## config.mk

```make
export PLATFORM = sky130hd
export DESIGN_NAME = inst_queue
export DESIGN_NICKNAME = d
export VERILOG_FILES = /design/src/rtl/inst_queue.sv
export SDC_FILE = /design/constraint.sdc
export NUM_CORES = 2
export LEC_CHECK = 0
export BUFFER_PORTS_ARGS = -buffer_cell sky130_fd_sc_hd__buf_4
export CELL_PAD_IN_SITES_DETAIL_PLACEMENT = 1
export CELL_PAD_IN_SITES_GLOBAL_PLACEMENT = 1
export CORE_UTILIZATION = 30
export DETAILED_ROUTE_END_ITERATION = 8
export PLACE_DENSITY = 0.6
export RECOVER_POWER = 100
export SYNTH_ARGS = -nofsm -noshare
export SYNTH_HDL_FRONTEND = slang
export SYNTH_SLANG_ARGS = --single-unit
```

## constraint.sdc

```tcl
create_clock -name clk -period 13.62 [get_ports clk]
set_input_delay 0.681 -clock clk [delete_from_list [all_inputs] [get_ports clk]]
set_output_delay 0.681 -clock clk [all_outputs]
set_load 0.01 [all_outputs]
```

## src/rtl/inst_queue.sv

```systemverilog
// Purpose : dual-in / dual-out FWFT instruction buffer between fetch and decode.
// Latency : 1 cycle from in*_valid to out*_valid; no same-cycle bypass.
// Backpr. : in_ready low when fewer than 2 free slots; the fetch packet must be held.
//
// Ports:
//   clk, rst (async active-low), flush (sync redirect, highest priority)
//   in_ready, in1_* / in2_* : up to two fetched instructions per cycle, slot 1 oldest
//   out1_* / out2_*         : two oldest entries, data forced to 0 when not valid
//   pop_n                   : entries consumed by decode this cycle (3 behaves as 2)
module inst_queue #(
    parameter int DEPTH  = 8,
    parameter int PC_W   = 32,
    parameter int INST_W = 32
) (
    input  logic              clk,
    input  logic              rst,
    input  logic              flush,
    output logic              in_ready,
    input  logic              in1_valid,
    input  logic [PC_W-1:0]   in1_pc,
    input  logic [PC_W-1:0]   in1_npc,
    input  logic [INST_W-1:0] in1_inst,
    input  logic              in2_valid,
    input  logic [PC_W-1:0]   in2_pc,
    input  logic [PC_W-1:0]   in2_npc,
    input  logic [INST_W-1:0] in2_inst,
    output logic              out1_valid,
    output logic [PC_W-1:0]   out1_pc,
    output logic [PC_W-1:0]   out1_npc,
    output logic [INST_W-1:0] out1_inst,
    output logic              out2_valid,
    output logic [PC_W-1:0]   out2_pc,
    output logic [PC_W-1:0]   out2_npc,
    output logic [INST_W-1:0] out2_inst,
    input  logic [1:0]        pop_n
);

    localparam int AW    = $clog2(DEPTH);
    localparam int CNT_W = AW + 1;

    typedef struct packed {
        logic [PC_W-1:0]   pc;
        logic [PC_W-1:0]   npc;
        logic [INST_W-1:0] inst;
    } entry_t;

    entry_t mem_q [DEPTH];

    logic [AW-1:0]    rd_ptr_q, rd_ptr_d, wr_ptr_q, wr_ptr_d;
    logic [AW-1:0]    rd_ptr_p1, wr_ptr_p1;
    logic [CNT_W-1:0] count_q, count_d;
    logic [CNT_W-1:0] push_n, pop_req, pop_eff;
    logic             push1, push2;
    entry_t           head1, head2;

    always_comb begin
        // Registered count only: a same-cycle pop never frees space for this push.
        in_ready  = (count_q <= CNT_W'(DEPTH - 2));
        push1     = in_ready & ~flush & in1_valid;
        // Slot 2 without slot 1 is not a legal packet and is dropped.
        push2     = push1 & in2_valid;
        push_n    = CNT_W'(push1) + CNT_W'(push2);
        rd_ptr_p1 = rd_ptr_q + AW'(1);
        wr_ptr_p1 = wr_ptr_q + AW'(1);

        case (pop_n)
            2'd0:    pop_req = '0;
            2'd1:    pop_req = CNT_W'(1);
            default: pop_req = CNT_W'(2);
        endcase
        // Never retire more than is present.
        pop_eff = (pop_req > count_q) ? count_q : pop_req;

        rd_ptr_d = rd_ptr_q;
        wr_ptr_d = wr_ptr_q;
        count_d  = count_q;
        if (flush) begin
            rd_ptr_d = '0;
            wr_ptr_d = '0;
            count_d  = '0;
        end else begin
            rd_ptr_d = rd_ptr_q + pop_eff[AW-1:0];
            wr_ptr_d = wr_ptr_q + push_n[AW-1:0];
            count_d  = count_q + push_n - pop_eff;
        end
    end

    always_ff @(posedge clk or negedge rst) begin
        if (!rst) begin
            rd_ptr_q <= '0;
            wr_ptr_q <= '0;
            count_q  <= '0;
        end else begin
            rd_ptr_q <= rd_ptr_d;
            wr_ptr_q <= wr_ptr_d;
            count_q  <= count_d;
        end
    end

    // Storage is not reset; contents are only observable through the valid gating below.
    always_ff @(posedge clk) begin
        if (push1) mem_q[wr_ptr_q]  <= '{pc: in1_pc, npc: in1_npc, inst: in1_inst};
        if (push2) mem_q[wr_ptr_p1] <= '{pc: in2_pc, npc: in2_npc, inst: in2_inst};
    end

    always_comb begin
        head1      = mem_q[rd_ptr_q];
        head2      = mem_q[rd_ptr_p1];
        out1_valid = (count_q != '0);
        out2_valid = (count_q >= CNT_W'(2));
        out1_pc    = out1_valid ? head1.pc   : '0;
        out1_npc   = out1_valid ? head1.npc  : '0;
        out1_inst  = out1_valid ? head1.inst : '0;
        out2_pc    = out2_valid ? head2.pc   : '0;
        out2_npc   = out2_valid ? head2.npc  : '0;
        out2_inst  = out2_valid ? head2.inst : '0;
    end

endmodule

```

# Word level (Yosys, flattened, before mapping)
# Memory sizes are Yosys's and may differ from the RTL's.
# Index checks and enable logic that the tools add are counted.
dict set report word_totals {
  regBits 10
  latchBits 0
  ram_bits 768
  romBits 0
  word_cells 36
  mem_count 1
}
dict set report op_classes {
  add_sub_neg 7
  n_mul 0
  div 0
  n_lt_le_gt_ge 3
  n_eq_ne 1
  shifts 0
  n_mux 15
  bitwise_logic 4
  n_reduce_logical 2
}
# memory words word_bits rd rd_ports_with_merged_regs write_ports line
set mem_list {}
lappend mem_list {mem_q 8 96 2 0 2 47} ;# entry_t mem_q [DEPTH];
# cell count
set op_table {}
lappend op_table {{32-bit 2-to-1 mux} 6}
lappend op_table {{4-bit 2-to-1 mux} 2}
lappend op_table {{3-bit by 1-bit adder with 3-bit output, second input constant} 2}
lappend op_table {{3-bit 2-to-1 mux} 2}
lappend op_table {{4-bit by 2-bit adder with 4-bit output} 1}
lappend op_table {{4-bit by 2-bit >= comparator with 1-bit output, second input constant} 1}
lappend op_table {{4-bit > comparator} 1}
lappend op_table {{4-bit by 3-bit <= comparator with 1-bit output, second input constant} 1}
lappend op_table {{1-bit 2-to-1 mux} 4}
lappend op_table {{2-bit one-hot mux with 2 select lines} 1}
lappend op_table {{4-bit nonzero test} 1}
lappend op_table {{4-bit subtractor} 1}
lappend op_table {{3-bit by 2-bit adder with 3-bit output} 1}
lappend op_table {{3-bit adder} 1}
lappend op_table {{1-bit AND} 3}
lappend op_table {{1-bit by 1-bit adder with 2-bit output} 1}
lappend op_table {{2-bit by 1-bit == test with 1-bit output, second input constant} 1}
lappend op_table {{2-bit logical NOT} 1}
lappend op_table {{1-bit inverter} 1}

# Longest topological paths before layout
dict set report depth {
  depth_word 8
  depth_mapped 14
  ltp_nobuf 13
}

# Worst setup path before layout
# OpenSTA, ideal clock, no wires.
dict set report synth_path {
  path_type {input to register}
  startpoint {in in1_valid}
  endpoint {mem mem_q[3][0] in the netlist's numbering, enable pin}
  setup_ps 582
  arrival_time_ps 5904
  path_slack_ps 7134
  path_stages 4
  n_path_buf 1
  cell_sequence {nor2b_1 > o211ai_4 > clkbuf_1 > a21oi_1}
}
# element line
set synth_lines {}
lappend synth_lines {{from (decl)} 19} ;# input logic in1_valid,
lappend synth_lines {{to (decl)} 47}

# Worst setup path after layout
dict set report layout_path {
  startpoint {reg rd_ptr_q[1]}
  endpoint {out out2_pc[1]}
}
dict set report layout_via {
  elab_chain_len 3
}
# element line
set layout_lines {}
lappend layout_lines {{from (decl)} 49} ;# logic [AW-1:0] rd_ptr_q, rd_ptr_d, wr_ptr_q, wr_ptr_d;
lappend layout_lines {{from (signal assigned)} 94} ;# rd_ptr_q <= rd_ptr_d;
lappend layout_lines {{3-bit by 1-bit adder with 3-bit output} 63} ;# rd_ptr_p1 = rd_ptr_q + AW'(1);
lappend layout_lines {{memory 8 x 96 bit} -}
lappend layout_lines {{32-bit 2-to-1 mux} 114} ;# out2_pc = out2_valid ? head2.pc : '0;
lappend layout_lines {{to (decl)} 32} ;# output logic [PC_W-1:0] out2_pc,
# Every way passes these cells.

==> results_dict.tcl <==
set metrics [dict create \
    wl_per_cell_um 29.4 \
    cts_tree "done" \
    syn-cell-area_mm2 0.0466 \
    setup_violations 0 \
    gp_congestion 0.750 \
    start_util_pct 30.3 \
    drtIter0Drc 1932 \
    drc_errors 0 \
    synth_cell_types 49 \
    routed-via-count 32064 \
    antenna_found_initial 21 \
    cp.required_ns 12.94 \
    overflow 0 \
    grt_start_max_net_pins 158 \
    clockBufferDepth 3 \
    worstSetupStartpointType "flip-flop" \
    ys_seq_area_share_pct 50.0 \
    fin_skew_ns 0.0188 \
    final_area_mm2 0.0531 \
    finalNetCount 3889 \
    totalPowerFinal_mw 10.4 \
    core-area_mm2 0.154 \
    cts-root-buf "clkbuf_16" \
    instances_no_fill 5794 \
    routed_wirelength_um 170000 \
    fmax_mhz 102 \
    run_status "complete, but fails checks" \
    syn2layout_area_growth_pct 14.0 \
    post_cts_buffers 0 \
    synthAdderAreaFrac_pct 0.521 \
    cts_max_level 3 \
    power_leakage_nw 17.3 \
    violations "max-capacitance violations, max-slew violations" \
    ys_ff_latch 778 \
    die_x_um 396 \
    yosys.area_share.simple_pct 4.60 \
    max_slew_margin_pct -200 \
    clk_pin_slew_worst_paths_ns 0.06 \
    placementRows 144 \
    place_inst 5617 \
    ir_drop_uv 198 \
    cts_buffers 97 \
    final_common_cell "mux2_2" \
    synth_top_area_share_pct 49.5 \
    dp_hpwl_um 94200 \
    endpoint_kind "output pin" \
    ys_top_cells_by_area "edfxtp_1 49%, mux2_2 20%, mux2i_1 8.3%, mux2_4 3.9%, a211oi_1 3.1%" \
    synth_compound_area_share_pct 9.02 \
    fill_cells 16424 \
    maxCapViolCount 57 \
    setup_tns_ns 0 \
    synth_top_family_by_area "multiplexers" \
    dr.pass1.iters 5 \
    io_pins 394 \
    worst_ep_arrival_time_ns 9.16 \
    powerDensity_mw_per_mm2 196 \
    numPortBuffers 393 \
    die_y_um 396 \
    synth.mux.area_fraction_pct 32.5 \
    drive_gt1_share_pct 33.6 \
    grt_usage_pct 21.0 \
    syn_inst 3405 \
    synthXorXnorAreaFrac_pct 0.166 \
    maxSlewViolCount 1866 \
    cts_sinks 778 \
    die_area_mm2 0.157 \
    timing_hold_violations_final 0 \
    hold_class "in2reg" \
    grt_pass1_wl_um 240000 \
    synth_top_area_cell "edfxtp_1" \
    synth_warnings 0 \
    period_needed_ns 9.84 \
    final_cell_mix "840 x mux2_2, 768 x edfxtp_1, 385 x mux2i_1" \
    tightest_slew_ns 4.50 \
    viasPerCell 5.53 \
    timing.hold.ws_ns 0.205 \
    criticalPathCategory "reg2out" \
    post_dp_cell_area_mm2 0.0515 \
    syn-mean-instance-area_um2 13.7 \
    rsz0062_at_grt "no" \
    ant_nets 0 \
    insertion_delay_ns 0.73 \
    synth_nets 3621 \
    grt_pass1_vias 33755 \
    post-route-period-util_pct 72.2 \
    cts_hold_buf 1 \
    cts_resized 0 \
    path_max_fanout 45 \
]
[sequential cells by signal, summed over array words and instances (netlist names)]
name / flops
mem_q: 768
count_q: 4
rd_ptr_q: 3
wr_ptr_q: 3
[routing by layer]
metal	wire length [um]	up-vias	part of all wire, %	GRT usage, %
li1	-	14116	-	-
met1	72200	16839	42	26.0
met2	84600	810	50	36.6
met3	9410	267	5.5	4.53
met4	4010	32	2.4	5.62
met5	213	-	0.12	0
[kinds of logic (layout without fill, tap and decap cells)]
group                    count (synthesis)  count (layout)
multiplexers                          1347            1347
buffers and inverters                  315             653
other                                    0               7
AO/OA/AOI/OAI                          593             593
adder cells (fa/ha/maj)                 17              17
AND/OR/NAND/NOR                        347             347
flip-flops                             778             778
XOR/XNOR                                 8               8
[area by class of cell]
type | count | area, um^2 | area share (%)
Timing Repair Buffer | 474 | 2880 | 5.42
Tap cell | 2044 | 2560 | 4.81
Clock inverter | 47 | 377 | 0.709
Antenna cell | 7 | 17.5 | 0.0330
Multi-Input combinational cell | 2312 | 21400 | 40.3
Inverter | 10 | 37.5 | 0.0707
Sequential cell | 778 | 23300 | 43.9
Clock buffer | 122 | 2540 | 4.79
[cell usage after synthesis, drive strengths merged]
| cell type | instances |
|---|---|
| nand3 | 4 |
| and3 | 96 |
| nand2b | 3 |
| nand3b | 2 |
| and2 | 3 |
| xor2 | 3 |
| a41oi | 1 |
| nor2 | 13 |
| a22oi | 96 |
| or2 | 1 |
| nor3b | 2 |
| o211ai | 2 |
| a31oi | 1 |
| nor2b | 202 |
| dfrtp | 10 |
| nor4 | 2 |
| a21oi | 102 |
| edfxtp | 768 |
| o22ai | 96 |
| xnor2 | 5 |
| a2111oi | 96 |
| a211oi | 192 |
| fa | 4 |
| a21o | 1 |
| mux2 | 962 |
| inv | 10 |
| nand4 | 1 |
| o21a | 2 |
| or3 | 2 |
| clkbuf | 137 |
| buf | 168 |
| mux2i | 385 |
| a21bo | 1 |
| nand2 | 9 |
| nand4b | 2 |
| o21ai | 3 |
| ha | 13 |
| or4 | 2 |
| nor3 | 3 |
[report_power, final]
group	internal, mW	switching (mW)
clock network	1.38	1.08
registers	2.74	0.0670
logic	1.89	3.28
[final timing paths]
path                             start           end  slack [ns]  depth (start not counted)
setup / recovery           rd_ptr_q[1]    out2_pc[1]        3.78                          7
hold / removal                   flush   rd_ptr_q[2]        0.21                          2
setup reg to reg            count_q[3]  mem_q[6][37]        6.03                          8
hold reg to reg             count_q[0]    count_q[0]        0.73                          2
max in group asynchronous          rst   rd_ptr_q[1]       12.74                          2
min in group asynchronous          rst    count_q[3]        0.47                          2
[worst max-delay path: stages, from the launching register on]
cell       delay, ns
dfrtp_1         1.88
ha_4            0.30
xnor2_1         0.19
and2_0          1.67
clkbuf_1        2.56
buf_4           0.91
a2111oi_0       0.35
clkbuf_1        0.37
[per-stage QoR]
step,worst slack [ns],utilization [%]
after global routing,3.44,34.5
after detailed placement,7.89,33.4
after CTS,7.05,35.3
after floorplan,7.13,-
after global placement,7.90,33.4
final,3.78,34.5
No activity file was read; power rests on OpenSTA's default activity.
